<file path="config.mk">
export PLATFORM = sky130hd
export DESIGN_NAME = matmul_ctrl
export DESIGN_NICKNAME = d
export VERILOG_FILES = /design/src/rtl/matmul_ctrl.sv
export SDC_FILE = /design/constraint.sdc
export NUM_CORES = 1
export LEC_CHECK = 0
export ABC_AREA = 1
export CORE_AREA = 4 4 304 306
export CTS_CLUSTER_SIZE = 28
export DETAILED_ROUTE_END_ITERATION = 8
export DIE_AREA = 0 0 308 310
export GPL_TIMING_DRIVEN = 0
export PLACE_DENSITY_LB_ADDON = 0.05
export SYNTH_ARGS = -nofsm -noshare
export SYNTH_HDL_FRONTEND = slang
export SYNTH_SLANG_ARGS = --single-unit
</file>
<file path="constraint.sdc">
create_clock -name clk -period 3.9 [get_ports clk]
set_input_delay 1.17 -clock clk [delete_from_list [all_inputs] [get_ports clk]]
set_output_delay 1.17 -clock clk [all_outputs]
set_load 0.02 [all_outputs]
</file>
<file path="src/rtl/matmul_ctrl.sv">
`default_nettype none
// ============================================================================
//  Module      : matmul_ctrl
//  Description : Sequencer for an external 4x4 systolic array of 8-bit
//                unsigned elements. Latches the A/B operands, clears the
//                array, waits LAT run cycles, captures the product and holds
//                it until the consumer acknowledges.
//  Revision    : 1.0 - initial release
// ============================================================================
module matmul_ctrl #(
    parameter int LAT = 12
) (
    input  logic         clk,
    input  logic         rst,
    input  logic         start_i,
    input  logic [127:0] a_mat_i,
    input  logic [127:0] b_mat_i,
    input  logic         abort_i,
    input  logic         res_ack_i,
    input  logic [127:0] arr_res_i,
    output logic         arr_rst_o,
    output logic [127:0] arr_a_o,
    output logic [127:0] arr_b_o,
    output logic         ready_o,
    output logic         busy_o,
    output logic [127:0] res_o,
    output logic         res_valid_o,
    output logic [15:0]  ops_cnt_o
);

    typedef enum logic [1:0] {
        S_IDLE  = 2'd0,
        S_CLEAR = 2'd1,
        S_RUN   = 2'd2,
        S_HOLD  = 2'd3
    } state_t;

    // Run-counter value on which the array result is captured.
    localparam logic [7:0]  c_LAT_CNT = 8'(LAT);
    localparam logic [15:0] c_OPS_MAX = 16'hFFFF;

    state_t       state_q, state_d;
    logic [7:0]   cnt_q, cnt_d;
    logic [127:0] arr_a_q, arr_a_d;
    logic [127:0] arr_b_q, arr_b_d;
    logic [127:0] res_q, res_d;
    logic         res_valid_q, res_valid_d;
    logic [15:0]  ops_cnt_q, ops_cnt_d;

    // State and datapath registers; reset wins over every other input.
    always_ff @(posedge clk) begin
        if (rst) begin
            state_q     <= S_IDLE;
            cnt_q       <= 8'd0;
            arr_a_q     <= '0;
            arr_b_q     <= '0;
            res_q       <= '0;
            res_valid_q <= 1'b0;
            ops_cnt_q   <= 16'd0;
        end else begin
            state_q     <= state_d;
            cnt_q       <= cnt_d;
            arr_a_q     <= arr_a_d;
            arr_b_q     <= arr_b_d;
            res_q       <= res_d;
            res_valid_q <= res_valid_d;
            ops_cnt_q   <= ops_cnt_d;
        end
    end

    // Next-state and datapath update logic.
    // cnt counts RUN edges starting from zero on RUN entry, so the capture
    // edge lands LAT+2 edges after the edge that accepted start (one edge
    // for CLEAR, one to enter RUN, LAT more while running).
    always_comb begin
        state_d     = state_q;
        cnt_d       = cnt_q;
        arr_a_d     = arr_a_q;
        arr_b_d     = arr_b_q;
        res_d       = res_q;
        res_valid_d = res_valid_q;
        ops_cnt_d   = ops_cnt_q;

        case (state_q)
            S_IDLE: begin
                // abort and res_ack are meaningless here; only start matters
                if (start_i) begin
                    arr_a_d = a_mat_i;
                    arr_b_d = b_mat_i;
                    cnt_d   = 8'd0;
                    state_d = S_CLEAR;
                end
            end

            S_CLEAR: begin
                cnt_d   = 8'd0;
                state_d = abort_i ? S_IDLE : S_RUN;
            end

            S_RUN: begin
                if (abort_i) begin
                    cnt_d   = 8'd0;
                    state_d = S_IDLE;
                end else if (cnt_q == c_LAT_CNT) begin
                    res_d       = arr_res_i;
                    res_valid_d = 1'b1;
                    if (ops_cnt_q != c_OPS_MAX) begin
                        ops_cnt_d = ops_cnt_q + 16'd1;
                    end
                    cnt_d   = 8'd0;
                    state_d = S_HOLD;
                end else begin
                    cnt_d = cnt_q + 8'd1;
                end
            end

            S_HOLD: begin
                // abort doubles as an acknowledge; start is never sampled here
                if (res_ack_i || abort_i) begin
                    res_valid_d = 1'b0;
                    state_d     = S_IDLE;
                end
            end

            default: begin
                state_d = S_IDLE;
            end
        endcase
    end

    // Array clear is combinational so an abort reaches the array in the
    // same cycle it is raised.
    assign arr_rst_o   = rst | (state_q == S_CLEAR) | (abort_i & (state_q != S_IDLE));
    assign arr_a_o     = arr_a_q;
    assign arr_b_o     = arr_b_q;
    assign ready_o     = (state_q == S_IDLE);
    assign busy_o      = (state_q == S_CLEAR) | (state_q == S_RUN);
    assign res_o       = res_q;
    assign res_valid_o = res_valid_q;
    assign ops_cnt_o   = ops_cnt_q;

endmodule
`default_nettype wire

</file>
==> summary.md, run 1 <==
| Metric | Value |
|---|---|
| Status | finished clean |
| Maximum clock path buffer count | 3 |
| # port buffers | 792 |
| Layout area overhead | 76.4% |
| Post-Route Utilization | 0.287 |
| Share of post-route cells with drive strength above 1 | 0.0393 |
| Hold WC Path Type | flip-flop to flip-flop |
| Min Tclk post-route | 3750 ps |
| Clock transition at the registers of the reported paths | 50 ps |
| Seq/Total Area, Yosys | 0.565 |
| WP data required | roughly 2700 ps |
| Distinct cells, synth | 23 |
| Via/cell ratio | a little under 4 |
| Top cell type's share of synthesized area | 0.565 |
| Die width | 308 µm |
| Ys Warns | 0 |
| Syn nets | 2306 |
| Root Buffer | clkbuf_16 |
| H-tree depth | 2 |
| Post-place setup slack | -589 ps |
| Max-slew violations | 0 |
| Post-placement cell count | 3878 |
| Core Box Area | between 80000 and 90000 µm² |
| Cts hold-fix bufs | 0 |
| Dominant synthesized flop cell | dfxtp_1 |
| Worst rel slew slack | 0.241 |
| Mean Syn Cell Area | 7.63 µm² |
| Max-cap check violation count | 0 |
| Rows | between 100 and 150 |
| Nets@finish | about 3.2k |
| Die ar. | around 95000 µm² |
| Min Hold Slack | 477 ps |
| P per Cell Area | 526 nW/µm² |
| Post-DP HPWL | 65500 µm |
| Mapped Cells | approximately 1.9k |
| Final non-filler cell total | ~4.0k |
| Count leader, synth | nor2_1 |
| Die height | 310 µm |
| Sink Count | around 410 |
| Startpoint Class | input pin |
| Initial antenna violation count | 29 |
| Drt wl/cell | 20.6 µm |
| Clk_skew | 14.1 ps |
| Clk Latency, worst-skew pair | 600 ps |
| Leak pwr | 9.94 nW |
| Tcrit/Tclk final | 0.961 |
| Drc violations | 0 |
| Placer Congestion | about 0.81 |
| TritonCTS buffer count | 55 |
| Fillcell total | between 9k and 10k |
| Drt pass-1 iters | 5 |
| DR iter-0 viols | roughly 800 |
| Global-route wire length before repair | 113000 µm |
| Worst reg-to-reg path cell count | 7 |
| Antenna-violating nets left | 0 |
| TritonCTS clock tree | done |
| I/O Pins | 793 |
| Worst slew pin tran | 1140 ps |
| Post-DP Area | 24000 µm² |
| GRT Resource Usage Total | 0.162 |
| Share of synthesized registers carrying an async set or reset | 0 |
| Worst vdd ir | 0.000228 V |
| Final worst slack | 153 ps |
| Total number of vias | 15.6k |
| RSZ-0062 raised after global routing | no |
| Fin area | between 20000 and 30000 µm² |
| Synth cell count leaders | nor2_1, dfxtp_1, o21ai_0 |
| Final WL | 82000 µm |
| Top cells by area, synth | dfxtp_1, nor2_1, o21ai_0, clkbuf_1, nand2_1 |
| Critical Path AT | about 2600 ps |
| Area of the mapped netlist | 14600 µm² |
| # setup viols final | 0 |
| Total gr overflow | 0 |
| Post-synth EDFFs | 0 |
| Largest net degree at the start of global routing | 15 |
| Max Fclk | 267 MHz |
| Critical path fanouts, max | 10 |
| Worst setup EP type | primary output |
| Final Hold Fails | 0 |
| #FFs+latches synth | 411 |
| Hold Path Depth | 2 |
| Synth area leader | dfxtp_1 |
| Crit Path Class | input pin to primary output |
| Starting Density | 0.163 |
| Number of global-route vias before repair | 15.9k |
==> what timing repair did <==
action,CTS,global route
endpoints found under the hold margin,0,0
resized for setup,3,0
endpoints found under the setup margin,1,0
buffers inserted,0,0
==> placed cells by master (no fill, tap or decap) <==
cell type / count
diode_2: 14
buf_6: 1
a211oi_1: 1
nor3_4: 1
nand3_2: 1
nand3_1: 20
xor2_1: 2
clkinv_2: 4
xnor2_1: 1
nand4_1: 12
dfxtp_1: 411
dlygate4sd2_1: 1
buf_2: 31
clkbuf_8: 12
clkinv_8: 1
nand2_1: 57
clkinv_1: 1
clkinvlp_4: 1
nor3_1: 7
nand3b_1: 2
nor2_1: 817
clkdlybuf4s50_1: 791
buf_1: 6
o21ai_0: 378
inv_1: 37
clkbuf_1: 114
inv_6: 1
o21ai_1: 11
ha_1: 7
o21a_1: 1
clkbuf_16: 56
a21oi_1: 11
clkbuf_4: 1
==> worst max-delay path, stage by stage <==
cell,delay (ps)
clkdlybuf4s50_1,600
clkbuf_4,290
nor2_1,50
o21ai_0,80
dlygate4sd2_1,380
==> sequential cells by signal, indices dropped and copies added (netlist names) <==
signal	flops
arr_a_o	128
arr_b_o	128
res_o	128
ops_cnt_o	16
cnt_q	8
state_q	2
res_valid_o	1
==> stage by stage <==
| stage | power [mW] | setup TNS [ps] |
|---|---|---|
| floorplan | 6.71 | 0 |
| global placement | 8.82 | -3700 |
| detailed placement | 8.85 | -3970 |
| CTS | 13.9 | 0 |
| global route | 14.3 | 0 |
| finish | 13.5 | 0 |
==> where the power goes <==
part           internal [mW]  switching, mW  leakage, nW
Combinational           1.59           2.09         5.75
Sequential              4.72          0.276         3.37
Clock                   2.85           2.00        0.828
Total                   9.15           4.36         9.94
==> final timing paths <==
check	startpoint	endpoint	slack, ps
setup / recovery	rst	arr_rst_o	150
setup reg to reg	state_q[0]	arr_a_o[59]	890
hold reg to reg	arr_a_o[103]	arr_a_o[103]	480
hold / removal	arr_a_o[103]	arr_a_o[103]	480
==> cell type report <==
cell class                      instances  area (µm²)  share of cell area
Clock inverter                          7        52.6             0.00204
Inverter                               38         143             0.00555
Tap cell                             1176        1470              0.0572
Timing Repair Buffer                  792        7930               0.308
Buffer                                132         546              0.0212
Multi-Input combinational cell       1329        5660               0.220
Antenna cell                           14        35.0             0.00136
Sequential cell                       411        8230               0.320
Clock buffer                           89        1650              0.0640
==> per-layer routing <==
metal	global-route usage	routed length (µm)
met3	0.0736	8310
met4	0.0510	2460
met1	0.173	30900
met2	0.287	40200
met5	0	155
==> kinds of logic after synthesis <==
family / Yosys count / share of synthesized area
and+or+nand+nor: 917 / 0.242
AOI/OAI and AO/OA: 402 / 0.138
DFF: 411 / 0.565
xor gates and xnor gates: 3 / 0.00180
adders and majority gates: 7 / 0.00601
buffers and inverters: 170 / 0.0470
Power figures use the tool's default switching activity.
==> run 2, diff against run 1 <==
- CORE_AREA: 4 4 304 306 -> 2 2 311 313
- DIE_AREA: 0 0 308 310 -> 0 0 313 315
==> run 2 against run 1 <==
Clock power is essentially flat. Power is essentially flat. Sequential power barely moved. First-iteration DRC count down 23%. Final cell count grew 2.1%. Clock-buffer cell count shrank 6. Critical path depth is the same. Flip-flop and latch count did not move. Setup slack better by 4.5 ps. Clock skew about the same. Die area is 3.3% higher. Via count shrank 0.21%. Critical path type unchanged. Largest power group unchanged.
==> summary.md, run 2 (synthesis results as in run 1) <==
| Metric | Value |
|---|---|
| Worst setup EP type | primary output |
| Clk_skew | 14.1 ps (-0.0395 ps) |
| Die width | 313 µm (+1.6%) |
| CP top delay family | buffers and inverters |
| Fin area | 25800 µm² (+0.32%) |
| CP max stage cell | clkdlybuf4s50_1 |
| Max-cap check violation count | 0 (unchanged) |
| Critical Path AT | 2570 ps (about the same) |
| Layout area overhead | 77.0% |
| Root Buffer | clkbuf_16 |
| Clk Latency, worst-skew pair | 630 ps (+30 ps) |
| GRT Resource Usage Total | 0.157 (-0.00495) |
| Share of post-route cells with drive strength above 1 | 0.0391 (-0.000246) |
| TritonCTS clock tree | done |
| P per Cell Area | 524 nW/µm² (-0.27%) |
| RSZ-0062 raised after global routing | no |
| Drt pass-1 iters | 5 (unchanged) |
| H-tree depth | 2 (unchanged) |
| Startpoint Class | input pin |
| WP depth | 5 (unchanged) |
| WP data required | 2730 ps (about the same) |
| DR iter-0 viols | 615 (-23%) |
| Cell Chain, Critical Path | clkdlybuf4s50_1 -> clkbuf_4 -> nor2_1 -> o21ai_0 -> dlygate4sd2_1 |
| End of the critical path | arr_rst_o |
| Total gr overflow | 0 (unchanged) |
| Hold WC Path Type | flip-flop to flip-flop |
| Worst Path Buf+Inv | 3 (unchanged) |
| Total number of vias | 15.6k (-0.21%) |
| Antenna-violating nets left | 0 (unchanged) |
| Die height | 315 µm (+1.6%) |
| Post-DP Area | 24100 µm² (+0.52%) |
| Nets@finish | 3154 (-0.032%) |
| Most frequent cells in the layout | nor2_1, clkdlybuf4s50_1, dfxtp_1, o21ai_0, clkbuf_1 |
| Fillcell total | 10.4k (+8.2%) |
| Drt wl/cell | 19.9 µm (-3.2%) |
| Top Usage Layer GRT | met2 |
| Starting Density | 0.152 (-0.0104) |
| Leak pwr | 9.94 nW (about the same) |
| Number of global-route vias before repair | 15.9k (-0.35%) |
| Initial antenna violation count | 14 (-52%) |
| Global-route wire length before repair | 113000 µm (-0.56%) |
| Setup slack, reg-to-reg | 970 ps (+80 ps) |
| Die ar. | 98600 µm² (+3.3%) |
| Final worst slack | 157 ps (+4.50 ps) |
| Post-DP HPWL | 64600 µm (-1.4%) |
| Maximum clock path buffer count | 3 (unchanged) |
| Crit Path Class | input pin to primary output |
| Core Box Area | 95700 µm² (+6.8%) |
| Placer Congestion | 0.824 (+2.2%) |
| Global Route met3 Usage | 0.0681 (-0.00556) |
| Worst vdd ir | 0.000288 V (+26%) |
| Met2 usage | 0.283 (-0.00415) |
| Worst r2r dst | arr_b_o[15] |
| Sink Count | 411 (unchanged) |
| Crit path from | rst |
| CP max stage delay | 600 ps (about the same) |
| Post-place setup slack | -483 ps (+106 ps) |
| I/O Pins | 793 (unchanged) |
| Drc violations | 0 (unchanged) |
| Critical path fanouts, max | 10 (unchanged) |
| Min Tclk post-route | 3740 ps (-4.50 ps) |
| TritonCTS buffer count | 54 (-1.8%) |
| Via/cell ratio | 3.83 (-2.3%) |
| Final Hold Fails | 0 (unchanged) |
| Largest net degree at the start of global routing | 14 (-1) |
| # setup viols final | 0 (unchanged) |
| FF-to-FF Start | state_q[0] |
| Worst reg-to-reg path cell count | 7 (unchanged) |
| Final WL | 81100 µm (-1.1%) |
| Tcrit/Tclk final | 0.960 (-0.00115) |
| Worst rel slew slack | 0.312 (+0.0702) |
| # port buffers | 792 (unchanged) |
| Worst slew pin tran | 1030 ps (-105 ps) |
| Max Fclk | 267 MHz (+0.12%) |
| Commonest non-fill, non-tap cell in the layout | nor2_1 |
| Grt met1 use | 0.164 (-0.00918) |
| Rows | 114 (+3.6%) |
| Clock transition at the registers of the reported paths | 60 ps (about the same) |
| Max-slew violations | 0 (unchanged) |
| Status | finished clean |
[run 2: repair_timing]
action	CTS	global route
hold buffers	0	0
gates resized for setup	3	0
buffers inserted	0	0
endpoints found under the setup margin	1	0
[run 2: power by group]
group	internal [mW]	switching [mW]	leakage (nW)
clock network	2.88	1.99	0.825
logic	1.59	2.08	5.75
registers	4.72	0.278	3.37
[run 2: layout make-up]
cell class,instances,area [µm²],share of cell area
clock buffers,83,1620,0.0629
plain buffers,132,546,0.0212
repair buffers,792,7930,0.307
clock inverters,5,53.8,0.00209
well taps,1276,1600,0.0619
multi-input cells,1329,5660,0.220
diodes,6,15.0,0.000582
flip-flops and latches,411,8230,0.319
inverters,38,143,0.00553
[run 2: per-layer routing]
layer,vias up,wire (µm)
met4,14,1980
met5,-,92
met1,7088,30600
met3,107,7870
met2,538,40500
li1,7832,-
[run 2: metrics by stage]
stage          setup TNS (ps)  instances  utilization  total power [mW]  hold slack (ps)
5_1_grt                     0       4070        0.269              14.3              496
2_1_floorplan               0       1910            -              6.71              454
6_report                    0       4072        0.269              13.5              475
3_5_place_dp            -3040       3978        0.252              8.84              464
3_3_place_gp            -2660       3978        0.252              8.81              461
4_1_cts                     0       4066        0.269              13.9              477
[run 2: worst min-delay path by stage]
stage / startpoint / end / slack [ps] / cells past startpoint
after floorplan: cnt_q[5] / cnt_q[5] / 450 / 2
after global placement: res_valid_o / res_valid_o / 460 / 1
after detailed placement: res_valid_o / res_valid_o / 460 / 1
after CTS: res_valid_o / res_valid_o / 480 / 1
after global routing: arr_b_o[125] / arr_b_o[125] / 500 / 2
final: res_valid_o / res_valid_o / 470 / 1
